--- config.mk ---
export PLATFORM = sky130hd
export DESIGN_NAME = array_18_arb_flat
export DESIGN_NICKNAME = d
export VERILOG_FILES = /design/src/rtl/array_18_arb_if.sv /design/src/rtl/array_18_arb.sv /design/src/flat_wrapper.sv
export SDC_FILE = /design/constraint.sdc
export NUM_CORES = 1
export LEC_CHECK = 0
export BUFFER_PORTS_ARGS = -buffer_cell sky130_fd_sc_hd__buf_2
export CORE_AREA = 2 2 430 432
export CTS_CLUSTER_DIAMETER = 80
export DETAILED_ROUTE_END_ITERATION = 10
export DIE_AREA = 0 0 432 434
export PLACE_DENSITY = 0.3
export SLEW_MARGIN = 20
export SYNTH_ARGS = -nofsm -noshare
export SYNTH_HDL_FRONTEND = slang
export SYNTH_SLANG_ARGS = --single-unit
--- constraint.sdc ---
create_clock -name clock -period 2.1 [get_ports clock]
set_clock_uncertainty 0.05 [all_clocks]
set_input_delay 0.21 -clock clock [delete_from_list [all_inputs] [get_ports clock]]
set_output_delay 0.21 -clock clock [all_outputs]
set_load 0.05 [all_outputs]
--- src/rtl/array_18_arb_if.sv ---
// Requester-side handshake bundle for array_18_arb: two request channels
// and two one-entry read response channels.
interface array_18_arb_if #(
  parameter int ADDR_W = 11,
  parameter int LANES  = 10,
  parameter int DATA_W = 170
);
  logic              r0_req_valid;
  logic              r0_req_ready;
  logic              r0_req_write;
  logic [ADDR_W-1:0] r0_req_addr;
  logic [LANES-1:0]  r0_req_wmask;
  logic [DATA_W-1:0] r0_req_wdata;
  logic              r0_resp_valid;
  logic              r0_resp_ready;
  logic [DATA_W-1:0] r0_resp_data;

  logic              r1_req_valid;
  logic              r1_req_ready;
  logic              r1_req_write;
  logic [ADDR_W-1:0] r1_req_addr;
  logic [LANES-1:0]  r1_req_wmask;
  logic [DATA_W-1:0] r1_req_wdata;
  logic              r1_resp_valid;
  logic              r1_resp_ready;
  logic [DATA_W-1:0] r1_resp_data;

  // Requester view
  modport master (
    output r0_req_valid, r0_req_write, r0_req_addr, r0_req_wmask, r0_req_wdata, r0_resp_ready,
    input  r0_req_ready, r0_resp_valid, r0_resp_data,
    output r1_req_valid, r1_req_write, r1_req_addr, r1_req_wmask, r1_req_wdata, r1_resp_ready,
    input  r1_req_ready, r1_resp_valid, r1_resp_data
  );

  // Arbiter view
  modport slave (
    input  r0_req_valid, r0_req_write, r0_req_addr, r0_req_wmask, r0_req_wdata, r0_resp_ready,
    output r0_req_ready, r0_resp_valid, r0_resp_data,
    input  r1_req_valid, r1_req_write, r1_req_addr, r1_req_wmask, r1_req_wdata, r1_resp_ready,
    output r1_req_ready, r1_resp_valid, r1_resp_data
  );
endinterface

--- src/rtl/array_18_arb.sv ---
// Two-requester round-robin arbiter/sequencer for the 2048x170 single-port
// array macro. Zero-fills the array after reset, then shares the RW port;
// read data returns through a one-entry response buffer per requester.
module array_18_arb #(
  parameter int DEPTH  = 2048,
  parameter int ADDR_W = 11,
  parameter int LANES  = 10,
  parameter int LANE_W = 17,
  parameter int DATA_W = LANES * LANE_W
) (
  input  logic              clock,
  input  logic              reset_n,
  array_18_arb_if.slave     req_if,
  output logic              init_done,
  output logic [ADDR_W-1:0] RW0_addr,
  output logic              RW0_en,
  output logic              RW0_wmode,
  output logic [LANES-1:0]  RW0_wmask,
  output logic [DATA_W-1:0] RW0_wdata,
  input  logic [DATA_W-1:0] RW0_rdata
);

  typedef enum logic {ST_INIT, ST_RUN} state_t;

  state_t            state_q, state_d;
  logic [ADDR_W-1:0] cnt_q, cnt_d;
  logic              last_q, last_d;          // index of last granted requester
  logic [1:0]        inflight_q, inflight_d;
  logic [1:0]        resp_valid_q, resp_valid_d;
  logic [DATA_W-1:0] resp_data_q [2];
  logic [DATA_W-1:0] resp_data_d [2];

  logic [1:0]        req_valid, req_write, resp_ready;
  logic [ADDR_W-1:0] req_addr  [2];
  logic [LANES-1:0]  req_wmask [2];
  logic [DATA_W-1:0] req_wdata [2];
  logic [1:0]        elig, grant;

  assign req_valid    = {req_if.r1_req_valid,  req_if.r0_req_valid};
  assign req_write    = {req_if.r1_req_write,  req_if.r0_req_write};
  assign resp_ready   = {req_if.r1_resp_ready, req_if.r0_resp_ready};
  assign req_addr[0]  = req_if.r0_req_addr;
  assign req_addr[1]  = req_if.r1_req_addr;
  assign req_wmask[0] = req_if.r0_req_wmask;
  assign req_wmask[1] = req_if.r1_req_wmask;
  assign req_wdata[0] = req_if.r0_req_wdata;
  assign req_wdata[1] = req_if.r1_req_wdata;

  assign req_if.r0_req_ready  = grant[0];
  assign req_if.r1_req_ready  = grant[1];
  assign req_if.r0_resp_valid = resp_valid_q[0];
  assign req_if.r1_resp_valid = resp_valid_q[1];
  assign req_if.r0_resp_data  = resp_data_q[0];
  assign req_if.r1_resp_data  = resp_data_q[1];

  assign init_done = (state_q == ST_RUN);

  // Eligibility and round-robin grant; a read needs a free buffer slot
  // (empty or draining this cycle) and no read already in flight.
  always_comb begin
    elig  = '0;
    grant = '0;
    if (state_q == ST_RUN) begin
      elig[0] = req_valid[0] &&
                (req_write[0] || (!inflight_q[0] && (!resp_valid_q[0] || resp_ready[0])));
      elig[1] = req_valid[1] &&
                (req_write[1] || (!inflight_q[1] && (!resp_valid_q[1] || resp_ready[1])));
    end
    grant[0] = elig[0] && (!elig[1] || last_q);
    grant[1] = elig[1] && (!elig[0] || !last_q);
  end

  // FSM next state and macro port drive: zero-fill sweep, then winner pass-through.
  always_comb begin
    state_d   = state_q;
    cnt_d     = cnt_q;
    RW0_en    = 1'b0;
    RW0_wmode = 1'b0;
    RW0_addr  = '0;
    RW0_wmask = '0;
    RW0_wdata = '0;
    case (state_q)
      ST_INIT: begin
        // Gated by reset_n so the macro sees no enable while reset is held.
        RW0_en    = reset_n;
        RW0_wmode = 1'b1;
        RW0_wmask = '1;
        RW0_addr  = cnt_q;
        cnt_d     = cnt_q + 1'b1;
        if (cnt_q == ADDR_W'(DEPTH - 1)) state_d = ST_RUN;
      end
      ST_RUN: begin
        if (grant[0]) begin
          RW0_en    = 1'b1;
          RW0_wmode = req_write[0];
          RW0_addr  = req_addr[0];
          RW0_wmask = req_wmask[0];
          RW0_wdata = req_wdata[0];
        end else if (grant[1]) begin
          RW0_en    = 1'b1;
          RW0_wmode = req_write[1];
          RW0_addr  = req_addr[1];
          RW0_wmask = req_wmask[1];
          RW0_wdata = req_wdata[1];
        end
      end
      default: state_d = ST_INIT;
    endcase
  end

  // Pointer, inflight tracking and response buffers.
  always_comb begin
    last_d       = last_q;
    inflight_d   = '0;
    resp_valid_d = resp_valid_q;
    resp_data_d  = resp_data_q;
    if (grant[0])      last_d = 1'b0;
    else if (grant[1]) last_d = 1'b1;
    for (int unsigned n = 0; n < 2; n++) begin
      inflight_d[n] = grant[n] && !req_write[n];
      if (resp_valid_q[n] && resp_ready[n]) resp_valid_d[n] = 1'b0;
      // Macro read data is valid the cycle after issue; fill wins over pop.
      if (inflight_q[n]) begin
        resp_valid_d[n] = 1'b1;
        resp_data_d[n]  = RW0_rdata;
      end
    end
  end

  // State registers.
  always_ff @(posedge clock or negedge reset_n) begin
    if (!reset_n) begin
      state_q        <= ST_INIT;
      cnt_q          <= '0;
      last_q         <= 1'b1;
      inflight_q     <= '0;
      resp_valid_q   <= '0;
      resp_data_q[0] <= '0;
      resp_data_q[1] <= '0;
    end else begin
      state_q      <= state_d;
      cnt_q        <= cnt_d;
      last_q       <= last_d;
      inflight_q   <= inflight_d;
      resp_valid_q <= resp_valid_d;
      resp_data_q  <= resp_data_d;
    end
  end

endmodule

--- src/flat_wrapper.sv ---
// flat-port wrapper written by rule: the top's interface ports become plain ports
module array_18_arb_flat 
#(
  parameter int DEPTH  = 2048,
  parameter int ADDR_W = 11,
  parameter int LANES  = 10,
  parameter int LANE_W = 17,
  parameter int DATA_W = LANES * LANE_W
)
  (clock, reset_n, init_done, RW0_addr, RW0_en, RW0_wmode, RW0_wmask, RW0_wdata, RW0_rdata, req_if_r0_req_valid, req_if_r0_req_write, req_if_r0_req_addr, req_if_r0_req_wmask, req_if_r0_req_wdata, req_if_r0_resp_ready, req_if_r0_req_ready, req_if_r0_resp_valid, req_if_r0_resp_data, req_if_r1_req_valid, req_if_r1_req_write, req_if_r1_req_addr, req_if_r1_req_wmask, req_if_r1_req_wdata, req_if_r1_resp_ready, req_if_r1_req_ready, req_if_r1_resp_valid, req_if_r1_resp_data);
  array_18_arb_if #(.ADDR_W(ADDR_W), .LANES(LANES), .DATA_W(DATA_W)) req_if_i ();
  input  logic clock;
  input  logic reset_n;
  output logic init_done;
  output logic [ADDR_W-1:0] RW0_addr;
  output logic RW0_en;
  output logic RW0_wmode;
  output logic [LANES-1:0] RW0_wmask;
  output logic [DATA_W-1:0] RW0_wdata;
  input  logic [DATA_W-1:0] RW0_rdata;
  input wire logic [$bits(req_if_i.r0_req_valid)-1:0] req_if_r0_req_valid;
  input wire logic [$bits(req_if_i.r0_req_write)-1:0] req_if_r0_req_write;
  input wire logic [$bits(req_if_i.r0_req_addr)-1:0] req_if_r0_req_addr;
  input wire logic [$bits(req_if_i.r0_req_wmask)-1:0] req_if_r0_req_wmask;
  input wire logic [$bits(req_if_i.r0_req_wdata)-1:0] req_if_r0_req_wdata;
  input wire logic [$bits(req_if_i.r0_resp_ready)-1:0] req_if_r0_resp_ready;
  output wire logic [$bits(req_if_i.r0_req_ready)-1:0] req_if_r0_req_ready;
  output wire logic [$bits(req_if_i.r0_resp_valid)-1:0] req_if_r0_resp_valid;
  output wire logic [$bits(req_if_i.r0_resp_data)-1:0] req_if_r0_resp_data;
  input wire logic [$bits(req_if_i.r1_req_valid)-1:0] req_if_r1_req_valid;
  input wire logic [$bits(req_if_i.r1_req_write)-1:0] req_if_r1_req_write;
  input wire logic [$bits(req_if_i.r1_req_addr)-1:0] req_if_r1_req_addr;
  input wire logic [$bits(req_if_i.r1_req_wmask)-1:0] req_if_r1_req_wmask;
  input wire logic [$bits(req_if_i.r1_req_wdata)-1:0] req_if_r1_req_wdata;
  input wire logic [$bits(req_if_i.r1_resp_ready)-1:0] req_if_r1_resp_ready;
  output wire logic [$bits(req_if_i.r1_req_ready)-1:0] req_if_r1_req_ready;
  output wire logic [$bits(req_if_i.r1_resp_valid)-1:0] req_if_r1_resp_valid;
  output wire logic [$bits(req_if_i.r1_resp_data)-1:0] req_if_r1_resp_data;
  assign req_if_i.r0_req_valid = req_if_r0_req_valid;
  assign req_if_i.r0_req_write = req_if_r0_req_write;
  assign req_if_i.r0_req_addr = req_if_r0_req_addr;
  assign req_if_i.r0_req_wmask = req_if_r0_req_wmask;
  assign req_if_i.r0_req_wdata = req_if_r0_req_wdata;
  assign req_if_i.r0_resp_ready = req_if_r0_resp_ready;
  assign req_if_r0_req_ready = req_if_i.r0_req_ready;
  assign req_if_r0_resp_valid = req_if_i.r0_resp_valid;
  assign req_if_r0_resp_data = req_if_i.r0_resp_data;
  assign req_if_i.r1_req_valid = req_if_r1_req_valid;
  assign req_if_i.r1_req_write = req_if_r1_req_write;
  assign req_if_i.r1_req_addr = req_if_r1_req_addr;
  assign req_if_i.r1_req_wmask = req_if_r1_req_wmask;
  assign req_if_i.r1_req_wdata = req_if_r1_req_wdata;
  assign req_if_i.r1_resp_ready = req_if_r1_resp_ready;
  assign req_if_r1_req_ready = req_if_i.r1_req_ready;
  assign req_if_r1_resp_valid = req_if_i.r1_resp_valid;
  assign req_if_r1_resp_data = req_if_i.r1_resp_data;
  array_18_arb #(.DEPTH(DEPTH), .ADDR_W(ADDR_W), .LANES(LANES), .LANE_W(LANE_W), .DATA_W(DATA_W)) u_core (.clock(clock), .reset_n(reset_n), .req_if(req_if_i), .init_done(init_done), .RW0_addr(RW0_addr), .RW0_en(RW0_en), .RW0_wmode(RW0_wmode), .RW0_wmask(RW0_wmask), .RW0_wdata(RW0_wdata), .RW0_rdata(RW0_rdata));
endmodule
==> summary.txt, run 1 <==
Outcome
  • Status: finished with violations
  • Failing checks: negative setup slack

Synthesis
  • List of most frequent post-synthesis cells: dfrtp_1 (356), mux2_2 (341), a22o_1 (170)
  • EDFF count, synth: 0
  • Xor/xnor share of the synthesized area: 0.571%
  • Mapped cell area: 15300 sq um
  • YS warnings: 0
  • Yosys top cell by area: dfrtp_1
  • Adder-Cell Fraction of Synth Area: 0.0815%
  • Unique masters post-synth: 34
  • Ys flop type: dfrtp_1
  • Largest family of logic cells by synthesized area: multiplexers
  • Register area share after synthesis: 58.2%
  • Synth top area cells: dfrtp_1 (58%), mux2_2 (25%), a22o_1 (9.7%), a221o_1 (1.2%), clkbuf_1 (1.1%)
  • Most frequent cell after synthesis: dfrtp_1
  • Synthesized Nets: 1603
  • Synth Register Bits: 357
  • Post-synthesis mux area share: 25.0%
  • Gate count of the mapped netlist: 1042
  • Async SR Flop Fraction: 100%
  • Avg Inst Size Synth: 14.7 sq um
  • Top cell type's share of synthesized area: 58.0%
  • Complex-gate fraction of the synthesized area: 11.4%
  • Post-Synth Simple-Gate Area: 1.81%

Placed design
  • Placed cell count: 4494
  • Port bufs: 1097
  • RePlAce Congestion: 0.797
  • Post-DP Area: 26400 sq um
  • Post-DP HPWL: 86.8 mm

Floorplanning
  • Core ar.: 182000 sq um
  • Die Width: 432 microns
  • Die height: 434 microns
  • Ports: 1098
  • Num rows: 157
  • Die area: 187000 sq um
  • Starting density of the core: 8.41%

Critical path
  • Startpoint types: register
  • CP Data Required Time: 1.84 ns
  • Worst-path maximum fanout: 40
  • R2R cell count: 8
  • CP endpoint kind: output pin
  • CP arrival: 2.79 ns
  • CP Class: reg -> out

Global route
  • Vias in the first global route: 15600
  • First-pass GRT wire length: 136 mm
  • Tot GR Track Use: 10.6%
  • Initial antenna violation count: 61
  • Largest net degree at the start of global routing: 110
  • Overflow after GRT: 0

Clock network
  • CTS Buf Count: 47
  • Clock sink count: 357
  • CTS Buffer Depth: 3
  • Clock-pin slew on the worst setup and hold paths: 0.06 ns
  • Clock root cell: clkbuf_16
  • TritonCTS clock tree: built
  • Htree depth: 2
  • Clk_lat worst skew: 0.60 ns

Timing
  • Max-slew headroom: 31.9%
  • RSZ-0062 raised after global routing: true
  • Worst Tran Pin Value: 1.02 ns
  • Final setup viols: 195
  • Setup ws final: -0.955 ns
  • Slew Viols, Final: 0
  • Final hold vios: 0
  • Tcrit/Tclk final: 145%
  • Post-route minimum period: 3.05 ns
  • Fmax: 327 MHz

Routing
  • WL/cell: 21.9 microns
  • Final WL: 106 mm
  • First DRT Iteration DRCs: 437
  • DRT antenna net count: 0
  • Via density: 3.07
  • First-pass iteration count of the detailed router: 4
  • DRC: 0
  • Via count: 14800

Layout
  • Final instance area: 31000 sq um
  • Final nets: 2912
  • Layout cell share with drive strength beyond 1: 75.3%
  • # fillers: 20400
  • Area Growth Syn to Fin: 102%
  • Non-filler instance count after layout: 4828

Power
  • Pwr per Cell Area: 542 nW/um^2
  • Peak VDD IR: 484 uV
  • Lkg Pwr: 16.2 nW
  • PnR Total Power: 16.8 mW

Worst hold path
  • Worst hold path cell count: 5
  • Worst min path class: in -> reg

Run
  • Max cap viols: 0
[registers in the layout, indices dropped and copies added, names as in the netlist]
name                        cells
u_core.cnt_q                   11
u_core.inflight_q               2
u_core.init_done                1
u_core.last_q                   1
u_core.req_if.r0_resp_data    170
u_core.req_if.r1_resp_data    170
u_core.resp_valid_q             2
[metrics by stage]
step	util [%]	TNS [ns]	worst slack [ns]	hold slack [ns]
floorplan	-	-30.06	-0.368	-0.136
global placement	14.4	-60.73	-0.397	0.283
detailed placement	14.4	-58.70	-0.401	0.285
CTS	16.7	-179.58	-0.986	0.0440
global route	17.0	-183.70	-1.02	0.105
finish	17.0	-163.77	-0.955	0.120
[critical path, cell delays in order (launching register included)]
cell and delay (ns):
dfrtp_4 0.47, nor2b_4 0.13, or4_4 0.50, nor2b_4 0.15, buf_12 0.15, buf_12 0.16
a22o_4 0.33, buf_4 0.18
[worst paths after layout]
check,from,endpoint,slack [ns]
max in group asynchronous,reset_n,u_core.req_if.r0_resp_data[107],1.11
setup reg to reg,u_core.inflight_q[1],u_core.inflight_q[0],0.01
hold / removal,req_if_r0_req_valid,u_core.last_q,0.12
min in group asynchronous,reset_n,u_core.req_if.r0_resp_data[72],0.20
setup / recovery,u_core.inflight_q[1],RW0_wdata[139],-0.95
hold reg to reg,u_core.req_if.r1_resp_data[6],u_core.req_if.r1_resp_data[6],0.45
[layer usage]
metal / wire, microns / vias to the layer above / global-route usage, %
met5: 0 / - / 0
met4: 4510 / 0 / 4.83
met3: 5710 / 157 / 2.42
met2: 59500 / 591 / 20.6
met1: 36200 / 7453 / 10.5
li1: - / 6631 / -
[where the power goes]
part,internal (mW),switching (mW),total [mW]
clock network,5.25,3.43,8.68
registers,6.88,0,6.88
logic,0.629,0.637,1.27
total,12.8,4.07,16.8
[cells in the final DEF (no fill, tap or decap), types with 11 or more instances in the layout]
cell	n
buf_2	902
clkbuf_8	13
buf_4	106
a221o_2	19
buf_8	11
a22o_2	12
diode_2	53
clkbuf_16	52
buf_12	81
a22o_4	158
buf_6	46
mux2_2	341
dfrtp_1	351
dlygate4sd3_1	175
[timing repair]
action                                  CTS  global route
hold endpoints to repair                644             0
setup buffers                             7             4
endpoints found under the setup margin  214           230
gates cloned                              4             4
resized for setup                       175            65
hold buffers                            175             0
pin swaps                                 4            13
[final cells by class]
class                      instances  area [sq um]  area share [%]
multi-input combinational        595          7490            24.1
sequential                       357          8950            28.8
clock inverter                    19           274           0.882
clock buffer                      69          1390            4.47
inverter                           6          38.8           0.125
timing repair buffer            1344          9790            31.5
tap                             2385          2980            9.61
antenna                           53           133           0.427
[logic make-up (layout without fill, tap and decap cells)]
kind of cell             count (synthesis)  count (layout)
AND/OR/NAND/NOR                         44              44
buffers and inverters                   90            1438
other                                    0              53
flip-flops                             357             357
adder cells (fa/ha/maj)                  1               1
multiplexers                           341             341
XOR/XNOR                                10              10
AO/OA/AOI/OAI                          199             199
Power figures use the tool's default switching activity.
==> inputs of run 2 (changes only) <==
ABC_AREA = 1   (was unset)
CORE_AREA = 2 2 425 427   (was 2 2 430 432)
DIE_AREA = 0 0 427 429   (was 0 0 432 434)
==> run 2 against run 1 <==
Net effect: the flow still finishes with violations (negative setup slack); synthesized cell count up 110%; total power grew 11%; largest cell class unchanged; sequential cell count is the same.
==> summary.txt, run 2 <==
Outcome
  • Status: finished with violations
  • Failing checks: negative setup slack

Synthesis
  • Synthesized Nets: 2743
  • Post-synthesis mux area share: 0%
  • Complex-gate fraction of the synthesized area: 0.215%
  • Mapped cell area: 16300 sq um
  • EDFF count, synth: 0
  • Largest family of logic cells by synthesized area: simple AND/OR/NAND/NOR gates
  • Yosys top cell by area: dfrtp_1
  • Synth top area cells: dfrtp_1 (55%), nand2_1 (32%), nand3_1 (7.3%), clkbuf_1 (1.8%), buf_2 (1.5%)
  • Post-Synth Simple-Gate Area: 40.0%
  • List of most frequent post-synthesis cells: nand2_1 (1396), dfrtp_1 (356), nand3_1 (239)
  • Ys flop type: dfrtp_1
  • Avg Inst Size Synth: 7.48 sq um
  • Adder-Cell Fraction of Synth Area: 0.0766%
  • Async SR Flop Fraction: 100%
  • Synth Register Bits: 357
  • Top cell type's share of synthesized area: 54.6%
  • Gate count of the mapped netlist: 2182
  • Xor/xnor share of the synthesized area: 0.429%
  • Unique masters post-synth: 27
  • YS warnings: 0
  • Most frequent cell after synthesis: nand2_1
  • Register area share after synthesis: 54.7%

Placed design
  • Port bufs: 1097
  • Post-DP HPWL: 145 mm
  • Post-place setup slack: -0.475 ns
  • RePlAce Congestion: 1.04

Timing
  • Worst Tran Pin Value: 0.857 ns
  • Setup ws final: -0.606 ns
  • Final hold vios: 0
  • Max-slew headroom: 42.8%
  • Final setup viols: 195
  • RSZ-0062 raised after global routing: true
  • Slew Viols, Final: 0
  • Fmax: 370 MHz
  • Post-route minimum period: 2.71 ns
  • Tcrit/Tclk final: 129%

Clock network
  • Clock-pin slew on the worst setup and hold paths: 0.06 ns
  • CTS Buf Count: 57
  • Clock root cell: clkbuf_16
  • Htree depth: 2
  • Clock sink count: 357
  • TritonCTS clock tree: built
  • CTS Buffer Depth: 3
  • Clk_lat worst skew: 0.62 ns

Floorplanning
  • Ports: 1098
  • Core ar.: 178000 sq um
  • Die area: 183000 sq um
  • Num rows: 155
  • Die height: 429 microns
  • Die Width: 427 microns
  • Starting density of the core: 9.17%

Global route
  • Tot GR Track Use: 18.2%
  • First-pass GRT wire length: 219 mm
  • Vias in the first global route: 20600
  • Overflow after GRT: 0
  • Largest net degree at the start of global routing: 122
  • Initial antenna violation count: 164

Power
  • Net Sw Power: 4.84 mW
  • Peak VDD IR: 849 uV
  • Sequential power share: 36.9%
  • Sw Share: 25.9%
  • Clk pwr share: 55.3%
  • Pint: 13.8 mW
  • Lkg Pwr: 15.1 nW
  • Pwr per Cell Area: 556 nW/um^2
  • Comb pwr share: 7.8%

Routing
  • First-pass iteration count of the detailed router: 5
  • First DRT Iteration DRCs: 1492
  • Via density: 3.50
  • DRT antenna net count: 0
  • WL/cell: 29.1 microns
  • DRC: 0
  • Final WL: 173 mm
  • Via count: 20800

Layout
  • Layout cell share with drive strength beyond 1: 45.2%
  • Most frequent cells in the layout: nand2_1 (1237), buf_2 (901), dfrtp_1 (353), dlygate4sd3_1 (175), nand3_1 (150)
  • Commonest non-fill, non-tap cell in the layout: nand2_1
  • Area Growth Syn to Fin: 105%
  • Utilization after layout: 18.8%
  • Final nets: 4091
  • # fillers: 20300

Run
  • Max cap viols: 0

Critical path
  • Slowest stage delay, CP: 0.49 ns
  • Startpoint types: register
  • Worst-path maximum fanout: 8
  • CP Data Required Time: 1.84 ns
  • CP endpoint kind: output pin
  • CP Class: reg -> out
  • Max stage delay cell, worst path: dfrtp_4
  • CP arrival: 2.45 ns
  • Crit-path cells: clkinv_4, nand2_4, buf_6, a21oi_4, buf_12, buf_4, buf_4, nand3_2, nand2_2, buf_12

Worst hold path
  • Worst min path class: in -> async
-- run 2: changes by cell type after synthesis, moves of 5 or more --
cell / previous run / this run
and4_1: 10 / 0
a22o_1: 170 / 0
buf_1: 7 / 2
mux2_2: 341 / 0
inv_1: 5 / 16
a221o_1: 19 / 0
nor2b_1: 6 / 0
clkbuf_1: 46 / 78
nand3_1: 5 / 239
nand2_1: 7 / 1396
buf_2: 21 / 50
-- run 2: critical path, delay by kind of cell (launching register included) --
family,cells,cell delay [ns]
flip-flops,1,0.49
AO/OA/AOI/OAI,1,0.20
AND/OR/NAND/NOR,3,0.30
buffers and inverters,6,0.82
-- run 2: worst paths after layout --
kind | start | end | slack [ns] | cells past startpoint
worst max register to register | u_core.inflight_q[0] | u_core.req_if.r0_resp_data[161] | 0.29 | 6
worst min register to register | u_core.req_if.r1_resp_data[132] | u_core.req_if.r1_resp_data[132] | 0.41 | 2
min in group clock | RW0_rdata[165] | u_core.req_if.r1_resp_data[165] | 0.26 | 4
worst max-delay path | u_core.inflight_q[0] | RW0_wdata[14] | -0.61 | 10
worst min-delay path | reset_n | u_core.req_if.r1_resp_data[81] | 0.12 | 3
max in group asynchronous | reset_n | u_core.req_if.r1_resp_data[77] | 1.07 | 4
-- run 2: timing repair --
item	4_1_cts	5_1_grt
pin swaps	36	36
endpoints found under the hold margin	700	0
resized for setup	335	113
setup endpoints to repair	195	195
gates cloned	8	4
hold buffers	175	0
setup buffers	22	10
-- run 2: stage by stage --
step / power (mW) / TNS (ns) / instances / hold WS [ns] / area [sq um]
after floorplan: 7.01 / 0 / 2182 / -0.136 / 16600
after global placement: 8.15 / -56.47 / 5612 / -0.0190 / 27400
after detailed placement: 8.13 / -51.84 / 5612 / -0.0204 / 27400
after CTS: 19.1 / -122.05 / 5921 / 0.0828 / 32800
after global routing: 19.4 / -122.69 / 5941 / 0.0967 / 33500
final: 18.6 / -99.26 / 5961 / 0.120 / 33500
-- run 2: cells by family after synthesis --
kind of cell,after synthesis
fa+ha+maj,1
xor+xnor,8
simple gates,1651
compound gates,4
buf+inv,161
flops,357
-- run 2: cell type report --
type / instances / area [sq um] / share of cell area (%)
repair inverters: 1 / 16.3 / 0.0485
well taps: 2355 / 2950 / 8.79
flip-flops and latches: 357 / 8940 / 26.7
clock inverters: 28 / 385 / 1.15
clock buffers: 78 / 1670 / 4.97
diodes: 29 / 72.6 / 0.216
inverters: 20 / 101 / 0.302
repair buffers: 1429 / 11600 / 34.5
multi-input cells: 1664 / 7850 / 23.4
-- run 2: power groups by stage --
stage | Sequential (mW) | Combinational, mW | Clock [mW]
after floorplan | 7.01 | 0.00725 | 0
after global placement | 7.00 | 1.14 | 0
after detailed placement | 7.00 | 1.13 | 0
after CTS | 6.88 | 1.47 | 10.8
after global routing | 6.88 | 1.55 | 11.0
final | 6.88 | 1.46 | 10.3
-- run 2: routing by layer --
metal	GRT usage, %	up-vias	share of wire (%)
met5	0	-	0.19
met4	3.72	54	2.5
met3	5.64	312	7.5
met2	30.2	942	47
met1	23.1	10000	43
li1	-	9496	-
==> inputs of run 3 (changes only) <==
CORE_AREA = 2 2 432 434   (was 2 2 425 427)
DIE_AREA = 0 0 434 436   (was 0 0 427 429)
clock period = 3.4 ns   (was 2.1 ns; I/O delays follow)
==> run 3 against run 2 <==
Net effect: the flow now finishes without violations; register-to-register slack gained 0.71 ns; global-route usage down 0.84 points; total power decreased by 41%; critical path type unchanged; critical endpoint is now RW0_wdata[125]; largest cell class is now registers.
==> summary.txt, run 3 (synthesized netlist as in run 2, its figures left out) <==
Outcome
  • Status: complete, no violations

Critical path
  • R2r setup slk: 1.00 ns
  • Max stage delay cell, worst path: dfrtp_4
  • Cell family with most CP delay: buffers and inverters
  • CP arrival: 2.82 ns
  • Slowest stage delay, CP: 0.49 ns
  • Crit-path cells: inv_6, nand2_1, a21oi_4, buf_12, buf_12, nand3_1, nand2_1, buf_2
  • CP Data Required Time: 3.01 ns
  • Startpoint types: register
  • CP endpoint kind: output pin
  • Worst-path maximum fanout: 70
  • CP Class: reg -> out
  • Worst path bufs/invs: 4

Clock network
  • Clock sink count: 357
  • Clk_lat worst skew: 0.68 ns
  • TritonCTS clock tree: built
  • Htree depth: 2
  • CTS Buf Count: 55
  • Clock-pin slew on the worst setup and hold paths: 0.06 ns
  • CTS Buffer Depth: 3
  • Clock root cell: clkbuf_16

Layout
  • Final nets: 3966
  • Layout cell share with drive strength beyond 1: 35.7%
  • Area Growth Syn to Fin: 74.0%
  • Final instance area: 28400 sq um
  • Commonest non-fill, non-tap cell in the layout: nand2_1
  • Most frequent cells in the layout: nand2_1 (1396), buf_2 (1094), dfrtp_1 (354), nand3_1 (238), dlygate4sd3_1 (173)

Floorplanning
  • Die Width: 434 microns
  • Starting density of the core: 8.84%
  • Ports: 1098
  • Num rows: 158
  • Die height: 436 microns
  • Die area: 189000 sq um
  • Core ar.: 185000 sq um

Power
  • Lkg Pwr: 13.7 nW
  • Peak VDD IR: 396 uV
  • Pwr per Cell Area: 388 nW/um^2

Run
  • Max cap viols: 0

Placed design
  • RePlAce Congestion: 1.13
  • Post-place setup slack: 0.367 ns
  • Post-DP HPWL: 144 mm
  • Post-DP Area: 24800 sq um
  • Port bufs: 1097

Routing
  • WL/cell: 28.6 microns
  • Final WL: 171 mm
  • Via count: 20400
  • DRC: 0
  • First-pass iteration count of the detailed router: 6
  • Via density: 3.43
  • First DRT Iteration DRCs: 1821
  • DRT antenna net count: 0

Timing
  • Max-slew headroom: 23.0%
  • Final hold vios: 0
  • Setup total negative slack: 0 ns
  • Setup ws final: 0.194 ns
  • Slew Viols, Final: 0
  • Post-route minimum period: 3.21 ns
  • Fmax: 312 MHz
  • RSZ-0062 raised after global routing: false
  • Final setup viols: 0
  • Worst Tran Pin Value: 1.16 ns
  • Tcrit/Tclk final: 94.3%

Global route
  • Overflow after GRT: 0
  • Largest net degree at the start of global routing: 134
  • Tot GR Track Use: 17.4%
  • Initial antenna violation count: 161
  • First-pass GRT wire length: 215 mm
  • Vias in the first global route: 20000

Worst hold path
  • Worst min path class: in -> reg
[run 3: cell types whose count changed in the layout (fill, tap and decap cells not counted), moves of 9 or more]
cell,previous run,this run
nand2_1,1237,1396
buf_12,148,13
buf_4,93,24
nand3_1,150,238
nand3_2,62,1
clkbuf_1,5,14
buf_8,42,1
nand3_4,28,1
buf_6,57,1
buf_2,901,1094
nand2_2,138,2
nand2_4,20,0
[run 3: area by class of cell]
type                            count  area, sq um
Multi-Input combinational cell   1664         6660
Antenna cell                       37         92.6
Inverter                           20         92.6
Tap cell                         2480         3100
Sequential cell                   357         8940
Fill cell                       21600       156000
Clock buffer                       80         1580
Clock inverter                     19          241
Timing Repair Buffer             1307         7700
[run 3: worst paths after layout]
check | cells after the start | end | startpoint
max in group asynchronous | 3 | u_core.req_if.r1_resp_data[87] | reset_n
worst max-delay path | 8 | RW0_wdata[125] | u_core.inflight_q[0]
worst max register to register | 5 | u_core.req_if.r1_resp_data[80] | u_core.inflight_q[1]
worst min-delay path | 4 | u_core.resp_valid_q[1] | req_if_r1_resp_ready
min in group asynchronous | 2 | u_core.req_if.r1_resp_data[6] | reset_n
worst min register to register | 2 | u_core.req_if.r1_resp_data[4] | u_core.req_if.r1_resp_data[4]
[run 3: per-layer routing]
metal	global-route usage, %	share of wire, %	up-vias
li1	-	-	9232
met1	21.5	41	9970
met2	31.6	51	935
met3	2.97	5.7	297
met4	2.77	2.5	12
met5	0	0.047	-
[run 3: report_power, final]
group          total [mW]  internal, mW         switching [mW]
logic               0.926         0.370                  0.556
registers            4.25          4.25  0.0000000000000000553
clock network        5.85          3.46                   2.39
total                11.0          8.08                   2.95
[run 3: repair_timing]
action / 4_1_cts / 5_1_grt
endpoints found under the setup margin: 2 / 1
hold endpoints to repair: 412 / 0
hold buffers: 173 / 0
gates resized for setup: 2 / 1
setup buffers: 0 / 0
[run 3: through the flow]
| step | hold slack (ns) | cells | util, % | power, mW |
|---|---|---|---|---|
| finish | 0.122 | 5964 | 15.4 | 11.0 |
| global route | 0.129 | 5932 | 15.3 | 11.5 |
| CTS | 0.0862 | 5927 | 15.3 | 11.3 |
| detailed placement | 0.277 | 5655 | 13.4 | 5.08 |
| global placement | 0.282 | 5655 | 13.4 | 5.08 |
| floorplan | -0.00559 | 2182 | - | 4.33 |
[run 3: tightest hold or removal path, delay by kind of cell]
kind                   cells  cell delay, ns
AND/OR/NAND/NOR            2            0.24
buffers and inverters      2            0.20
